## config.mk

```make
export PLATFORM = sky130hd
export DESIGN_NAME = gb_oam_dma
export DESIGN_NICKNAME = d
export VERILOG_FILES = /design/src/rtl/gb_dma_pkg.sv /design/src/rtl/gb_oam_dma.sv
export SDC_FILE = /design/constraint.sdc
export NUM_CORES = 1
export LEC_CHECK = 0
export CORE_MARGIN = 2
export CORE_UTILIZATION = 35
export CTS_CLUSTER_DIAMETER = 120
export DETAILED_ROUTE_END_ITERATION = 12
export PLACE_DENSITY = 0.75
export RECOVER_POWER = 25
export SYNTH_ARGS = -nofsm -noshare
export SYNTH_HDL_FRONTEND = slang
export SYNTH_SLANG_ARGS = --single-unit
```

## constraint.sdc

```tcl
create_clock -name clk -period 5.2 [get_ports clk]
set_clock_uncertainty 0.05 [all_clocks]
set_input_delay 1.04 -clock clk [delete_from_list [all_inputs] [get_ports clk]]
set_output_delay 1.04 -clock clk [all_outputs]
set_load 0.1 [all_outputs]
```

## src/rtl/gb_dma_pkg.sv

```systemverilog
// Shared definitions for the Game Boy OAM DMA block: FSM encoding,
// high-RAM window bounds and the echo-RAM source offset.
package gb_dma_pkg;

    typedef enum logic [1:0] {
        ST_IDLE  = 2'd0,
        ST_START = 2'd1,
        ST_READ  = 2'd2,
        ST_WRITE = 2'd3
    } dma_state_t;

    // High RAM stays reachable by the CPU while a transfer owns the bus.
    localparam logic [15:0] HRAM_LO = 16'hFF80;
    localparam logic [15:0] HRAM_HI = 16'hFFFE;

    // Source pages E0-FF mirror C0-DF (echo RAM).
    localparam logic [7:0] ECHO_LIMIT  = 8'hDF;
    localparam logic [7:0] ECHO_OFFSET = 8'h20;

    // Map the programmed source page onto the page actually fetched.
    function automatic logic [7:0] src_effective(input logic [7:0] src);
        return (src > ECHO_LIMIT) ? (src - ECHO_OFFSET) : src;
    endfunction

endpackage

```

## src/rtl/gb_oam_dma.sv

```systemverilog
// OAM DMA engine: a write to the source register copies LENGTH bytes from
// page {src,00} into OAM, one byte per READ/WRITE cycle pair. While the
// copy runs the engine owns the shared bus and the CPU is limited to HRAM.
//
// Bus/OAM signalling is single-cycle strobe based: a strobe (bus_read,
// bus_write, oam_write, cpu_read, cpu_write) high in a cycle means the
// address/data presented in that same cycle are valid for that cycle only;
// there is no back-pressure, and read data on bus_din is taken at the end
// of the cycle in which bus_read is high.
module gb_oam_dma
    import gb_dma_pkg::*;
#(
    parameter logic [15:0] REG_ADR = 16'hFF46,
    parameter int          LENGTH  = 160
) (
    input  logic        clk,
    input  logic        reset,
    input  logic [15:0] cpu_adr,
    input  logic [7:0]  cpu_dout,
    input  logic        cpu_read,
    input  logic        cpu_write,
    input  logic [7:0]  bus_din,
    output logic [15:0] bus_adr,
    output logic        bus_read,
    output logic        bus_write,
    output logic [7:0]  oam_adr,
    output logic [7:0]  oam_din,
    output logic        oam_write,
    output logic        dma_active,
    output logic        cpu_blocked,
    output logic [7:0]  reg_dout,
    output logic        reg_drv,
    output dma_state_t  dbg_state
);

    localparam logic [7:0] IDX_LAST = 8'(LENGTH - 1);

    dma_state_t  r_state;
    logic [7:0]  r_src;
    logic [7:0]  r_idx;
    logic [7:0]  r_data;

    logic        w_reg_wr;
    logic        w_dma_owns;
    logic        w_in_hram;
    logic [7:0]  w_src_eff;

    assign w_reg_wr   = cpu_write && (cpu_adr == REG_ADR);
    assign w_dma_owns = (r_state == ST_READ) || (r_state == ST_WRITE);
    assign w_in_hram  = (cpu_adr >= HRAM_LO) && (cpu_adr <= HRAM_HI);
    assign w_src_eff  = src_effective(r_src);

    // Transfer FSM with source register, byte index and fetched-data latch.
    // A register write restarts from any state; reset overrides it.
    always_ff @(posedge clk) begin
        if (reset) begin
            r_state <= ST_IDLE;
            r_src   <= 8'h00;
            r_idx   <= 8'h00;
            r_data  <= 8'h00;
        end else if (w_reg_wr) begin
            r_state <= ST_START;
            r_src   <= cpu_dout;
            r_idx   <= 8'h00;
        end else begin
            case (r_state)
                ST_IDLE: begin
                    r_state <= ST_IDLE;
                end
                ST_START: begin
                    r_state <= ST_READ;
                end
                ST_READ: begin
                    r_data  <= bus_din;
                    r_state <= ST_WRITE;
                end
                ST_WRITE: begin
                    // Hold idx on the final byte so it never runs past LENGTH-1.
                    if (r_idx == IDX_LAST) begin
                        r_state <= ST_IDLE;
                    end else begin
                        r_idx   <= r_idx + 8'd1;
                        r_state <= ST_READ;
                    end
                end
                default: begin
                    r_state <= ST_IDLE;
                end
            endcase
        end
    end

    // Bus arbitration: DMA drives a read-only fetch in READ/WRITE, CPU passes through otherwise.
    always_comb begin
        bus_adr   = cpu_adr;
        bus_read  = cpu_read;
        bus_write = cpu_write;
        if (w_dma_owns) begin
            bus_adr   = {w_src_eff, r_idx};
            bus_read  = 1'b1;
            bus_write = 1'b0;
        end
    end

    // OAM write port and status decoded straight from the registered state.
    always_comb begin
        oam_write  = (r_state == ST_WRITE);
        oam_adr    = r_idx;
        oam_din    = r_data;
        dma_active = (r_state != ST_IDLE);
        dbg_state  = r_state;
    end

    // CPU access gating and source-register readback.
    always_comb begin
        cpu_blocked = w_dma_owns && (cpu_read || cpu_write) && !w_in_hram;
        reg_drv     = cpu_read && (cpu_adr == REG_ADR) && !cpu_blocked;
        reg_dout    = r_src;
    end

endmodule

```

==> results.toml, run 1 <==
[status]
status = "complete, no violations"

[clock_tree]
post-cts-setup-buffers = 0
cts_tree = "done"
h-tree-depth = 1
post_cts_hold_buffer_count = 0
cts_inserted_buffers = 3
clk_pin_slew_worst_paths_ns = 0.08
cts.sink_count = 26
clock-root-buffer = "clkbuf_8"
post_cts_resize_count = 0
clockBufferDepth = 2
clock_latency_ns = 0.27

[worst_setup_path]
critical_path.startpoint_type = "input pin"
critical_path_max_stage_delay_ns = 0.56
critPathRequiredTime_ns = 4.11
timing.setup.critical_path_class = "in -> out"
setup.reg_to_reg.worst_slack_ns = 3.15
setup.worst_path.end_class = "output pin"
rr_startpoint = "oam_adr[7]"
arrival_ns = 3.04
worst-r2r-cell-count = 4
cp_max_fo = 27
timing.rr.end = "oam_adr[1]"
timing.critical_path.cells = "clkdlybuf4s50_1 > or4_4 > nor4_4 > buf_4 > nand2_1 > nor2_1 > buf_12"
crit_path_top_delay_cell = "or4_4"

[min_path]
endpoint_of_the_worst_hold_path = "oam_din[3]"
holdCritStartpoint = "oam_din[3]"
worst_hold_path_type = "reg -> reg"
hold_path_depth = 2

[detailed_routing]
detailedRoute.firstPassIterationCount = 4
routed_wl_mm = 4.85
antenna_violating_nets_post_route = 0
via_count = 1766
wl_per_cell_um = 15.5
dr.first_iter.drc_count = 102
detail_route.drc_violations = 0
via_per_inst = 5.66

[finish]
stdcell_area_sq_mm = 0.00248
layout-drive-gt1-share_pct = 13.5
postLayoutCoreUtil_pct = 56.6
nNetsFinal = 300
area_delta_synth_final_pct = 55.6
antennaDiodeCount = 0

[pwr]
p_leak_nw = 0.909
vdd_drop_max_uv = 81.6
power.density_cell_area_mw_per_mm2 = 175

[logic_synthesis]
synth.ff_latch_count = 26
ys_types = 38
yosysWarningCount = 0
synthMuxAreaShare_pct = 10.5
avgSynthCellArea_sq_um = 8.44
synth_xor_xnor_area_share_pct = 2.75
combinational_family_with_the_most_area_after_synthesis = "simple AND/OR/NAND/NOR gates"
syn_inst = 189
synth.net_count = 227
fraction_of_the_mapped_netlist_area_in_compound_gates_pct = 19.1
synth-simple-area-share_pct = 26.8
adder_cell_area_share_of_the_yosys_netlist_pct = 1.57
yosysSeqAreaShare_pct = 32.6
synthesis.area_sq_mm = 0.00160

[timing]
hold_viol = 0
timing_worst_slew_pin_value_ns = 1.10
final-setup-viol-count = 0
timing.slew.headroom_pct = 26.4
setup_tns_final_ns = 0
fmax_mhz = 242
unrepaired_setup_endpoints_after_global_routing = "false"
final_min_period_over_clock_period_pct = 79.4
fin_ws_ns = 1.07
final.min_clock_period_ns = 4.13
timing.final.max_slew_violations = 0

[floorplanning]
design.core.area_sq_mm = 0.00438
die_height_um = 71.5
io-pin-count = 84
initial_core_util_pct = 36.4
rows = 24
floorplan.die_area_sq_mm = 0.00511
chipWidth_um = 71.5

[placed_design]
routabilityCongestion = 0.814
hpwlAfterDp_mm = 3.51
buffer_ports.inserted = 83
post_dp_cell_area_sq_mm = 0.00244
placement.setup.worst_slack_ns = 1.09

[global_route]
grt_pass1_vias = 1641
grt_max_degree = 41
grt_overflow = 0
grt_pass1_wl_mm = 7.89
grt_antenna_before_repair = 0
grt_util_all_layers_pct = 18.7

[flow_run]
maxCapViolCount = 0
[how the worst max path moves through the flow]
stage                     from  slack, ns  cells past startpoint      end
floorplan            cpu_write       0.54                      5  reg_drv
global placement    cpu_adr[0]       1.11                      7  reg_drv
detailed placement  cpu_adr[0]       1.09                      7  reg_drv
CTS                 cpu_adr[0]       1.07                      7  reg_drv
global route        cpu_adr[0]       0.98                      7  reg_drv
finish              cpu_adr[0]       1.07                      7  reg_drv
[registers in the layout, indices dropped and copies added (netlist names)]
signal     cells
dbg_state      2
oam_adr        8
oam_din        8
reg_dout       8
[critical path, delay by kind of cell]
| kind | cells | cell delay (ns) |
|---|---|---|
| AND/OR/NAND/NOR | 4 | 1.04 |
| buffers and inverters | 3 | 0.96 |
[synthesized netlist by cell type (all sizes together)]
library cell	count	area [sq um]
or4	1	11.3
mux2i	1	10.0
xor2	1	8.76
nor4	3	33.8
nor4bb	1	10.0
a31oi	10	62.6
nor2b	1	6.26
o21ai	3	15.0
and4	2	17.5
nand4b	1	8.76
and2	1	6.26
xnor2	4	35.0
or2	2	12.5
inv	7	26.3
a31o	6	52.6
o211a	1	10.0
nor4b	8	70.1
dfxtp	26	521
nand2	20	75.1
nand4	13	81.3
nor3	6	30.0
a21oi	9	45.0
nor2	5	18.8
buf	5	30.0
a211oi	1	7.51
nand2b	1	6.26
clkbuf	13	48.8
o31ai	2	15.0
a2111oi	2	17.5
nand3	8	40.0
mux2	14	158
ha	2	25.0
o311ai	8	70.1
a41o	1	10.0
[layer usage]
| layer | part of all wire (%) | routed length [um] | vias to the layer above | global-route usage [%] |
|---|---|---|---|---|
| li1 | - | - | 868 | - |
| met4 | 2.0 | 96 | 0 | 6.08 |
| met2 | 47 | 2280 | 52 | 30.9 |
| met3 | 4.8 | 235 | 9 | 3.23 |
| met5 | 0 | 0 | - | 0 |
| met1 | 46 | 2230 | 837 | 24.8 |
[layout make-up]
type | count | area [sq um]
inverters | 7 | 26.3
clock buffers | 3 | 41.3
well taps | 52 | 65.1
fillers | 423 | 1900
multi-input cells | 138 | 976
flip-flops and latches | 26 | 520
repair buffers | 86 | 853
[through the flow]
step | hold WS (ns) | cells | total power [mW]
6_report | 0.490 | 312 | 0.435
5_1_grt | 0.510 | 312 | 0.451
3_5_place_dp | 0.481 | 309 | 0.327
2_1_floorplan | 0.919 | 189 | 0.277
4_1_cts | 0.501 | 312 | 0.439
3_3_place_gp | 0.460 | 309 | 0.327
[cells by family (layout without fill, tap and decap cells)]
logic type               count (synthesis)  after routing
AND/OR/NAND/NOR                         73             73
adder cells (fa/ha/maj)                  2              2
buffers and inverters                   25             96
XOR/XNOR                                 5              5
multiplexers                            15             15
AO/OA/AOI/OAI                           43             43
flip-flops                              26             26
[where the power goes]
| group | internal (mW) | switching (mW) | leakage (nW) |
|---|---|---|---|
| sequential | 0.199 | 0.00000308 | 0.209 |
| clock | 0.0520 | 0.0605 | 0.0216 |
| combinational | 0.0427 | 0.0813 | 0.678 |
[cell usage in the layout, fill, tap and decap left out, types with 8 or more instances in the layout]
cell | netlist | layout
clkdlybuf4s50_1 | 0 | 61
dfxtp_1 | 26 | 26
nand2_1 | 20 | 20
dlygate4sd3_1 | 0 | 17
mux2_2 | 14 | 14
nand4_1 | 13 | 13
a31oi_1 | 10 | 9
a21oi_1 | 9 | 9
nand3_1 | 8 | 8
nor4b_1 | 8 | 8
o311ai_0 | 8 | 8
Power figures use the tool's default switching activity.
==> inputs of run 2 (changes only) <==
==> constraint.sdc (replaced) <==
create_clock -name clk -period 3.9 [get_ports clk]
set_clock_uncertainty 0.05 [all_clocks]
set_input_delay 0.78 -clock clk [delete_from_list [all_inputs] [get_ports clk]]
set_output_delay 0.78 -clock clk [all_outputs]
set_load 0.1 [all_outputs]
==> run 2 against run 1 <==
Final cell count increased by 1.3%; count of clock-buffer cells in the layout increased by 1; hold slack got worse by 0.0040 ns; sequential cell count unchanged; register-to-register slack got worse by 1.3 ns; core utilization decreased by 0.31 points; first-iteration DRC count decreased by 9.8%; routed wire length decreased by 2.0%; non-clock buffer count increased by 3; die area unchanged; critical path depth decreased by 1; critical path type is now in -> reg; largest cell class unchanged; highest routed layer unchanged.
==> results.toml, run 2 (same netlist as run 1, synthesis figures left out) <==
[finish]
nNetsFinal = 303
commonest_non_fill_non_tap_cell_in_the_layout = "clkdlybuf4s50_1"
commonest_non_fill_non_tap_cells_in_the_layout = "clkdlybuf4s50_1 (60), dfxtp_1 (26), nand2_1 (20)"
final-seq-area_sq_um = 520
area_delta_synth_final_pct = 54.7
layout-drive-gt1-share_pct = 17.8
filler_cell_count = 431
antennaDiodeCount = 0
multiInputGateArea_sq_um = 987

[detailed_routing]
via_per_inst = 5.60
routed_wl_mm = 4.75
via_count = 1769
dr.first_iter.drc_count = 92
antenna_violating_nets_post_route = 0
wl_per_cell_um = 15.0
detailedRoute.firstPassIterationCount = 4
detail_route.drc_violations = 0

[clock_tree]
cts_tree = "done"
clk_pin_slew_worst_paths_ns = 0.09
cts_inserted_buffers = 3
h-tree-depth = 1
post-cts-setup-buffers = 0
cts.sink_count = 26
clock_latency_ns = 0.27
clock-root-buffer = "clkbuf_8"
post_cts_resize_count = 0
post_cts_hold_buffer_count = 0
clockBufferDepth = 2

[timing]
timing.final.max_slew_violations = 0
hold_viol = 0
timing_worst_slew_pin_value_ns = 1.19
final_min_period_over_clock_period_pct = 88.4
final-setup-viol-count = 0
fin_ws_ns = 0.454
final.min_clock_period_ns = 3.45
unrepaired_setup_endpoints_after_global_routing = "false"
fmax_mhz = 290
timing.slew.headroom_pct = 21.2

[worst_setup_path]
critical_path.startpoint_type = "input pin"
timing.setup.critical_path_class = "in -> reg"
cp_max_fo = 26
critPathRequiredTime_ns = 4.07
arrival_ns = 3.62
setup.worst_path.end_class = "flip-flop"

[global_route]
globalRouteMet2Util_pct = 29.1
grt.busiest_layer = "met2"
grt_pass1_wl_mm = 7.46
groute.layer.met3.usage_pct = 2.11
grt_antenna_before_repair = 0
use_met1_pct = 24.9
grt_util_all_layers_pct = 18.0
grt_overflow = 0
grt_max_degree = 27
grt_pass1_vias = 1547

[flow_run]
maxCapViolCount = 0

[floorplanning]
io-pin-count = 84
chipWidth_um = 71.5
floorplan.die_area_sq_mm = 0.00511
initial_core_util_pct = 36.4
rows = 24
design.core.area_sq_mm = 0.00438
die_height_um = 71.5

[min_path]
worst_hold_path_type = "reg -> reg"

[placed_design]
buffer_ports.inserted = 83
routabilityCongestion = 0.793
hpwlAfterDp_mm = 3.55
placement.setup.worst_slack_ns = 0.649

[pwr]
p_leak_nw = 0.853
power.density_cell_area_mw_per_mm2 = 244
vdd_drop_max_uv = 124
totalPowerFinal_mw = 0.603

[status]
status = "complete, no violations"
run 2: where the power goes:
| part | switching (mW) | internal [mW] | leakage [nW] | total (mW) |
|---|---|---|---|---|
| Sequential | 0.00000602 | 0.265 | 0.209 | 0.265 |
| Clock | 0.0856 | 0.0904 | 0.0288 | 0.176 |
| Combinational | 0.108 | 0.0538 | 0.615 | 0.162 |
run 2: path summary, 6_finish.rpt:
| check | start | end | slack (ns) | cells after the start |
|---|---|---|---|---|
| setup / recovery | cpu_adr[0] | reg_dout[2] | 0.45 | 6 |
| hold / removal | oam_din[2] | oam_din[2] | 0.49 | 2 |
| setup reg to reg | dbg_state[1] | oam_din[0] | 1.90 | 4 |
| hold reg to reg | oam_din[2] | oam_din[2] | 0.49 | 2 |
run 2: final cells by class:
class,instances,area share [%]
repair buffers,89,33.0
multi-input cells,138,40.0
flip-flops and latches,26,21.1
inverters,7,1.06
clock buffers,4,2.23
well taps,52,2.64
run 2: per-stage QoR:
step	std cells	hold slack [ns]	TNS (ns)	area, sq um	util [%]
after floorplan	189	0.864	-0.160	1610	-
after CTS	316	0.495	0	2510	57.2
after global placement	312	0.460	0	2450	56.0
final	316	0.486	0	2470	56.3
after detailed placement	312	0.473	0	2450	56.0
after global routing	316	0.533	0	2470	56.3
run 2: critical path, cell delays in order:
cell and delay [ns]:
clkdlybuf4s50_1 0.44, or4_4 0.56, nor4_4 0.23, clkbuf_1 0.77
and2_1 0.61, a31o_2 0.23
run 2: routing by layer:
layer	vias to the layer above	part of all wire, %	routed length (um)
met3	4	4.6	220
met2	55	48	2280
li1	876	-	-
met4	0	1.3	63
met5	-	0	0
met1	834	46	2190
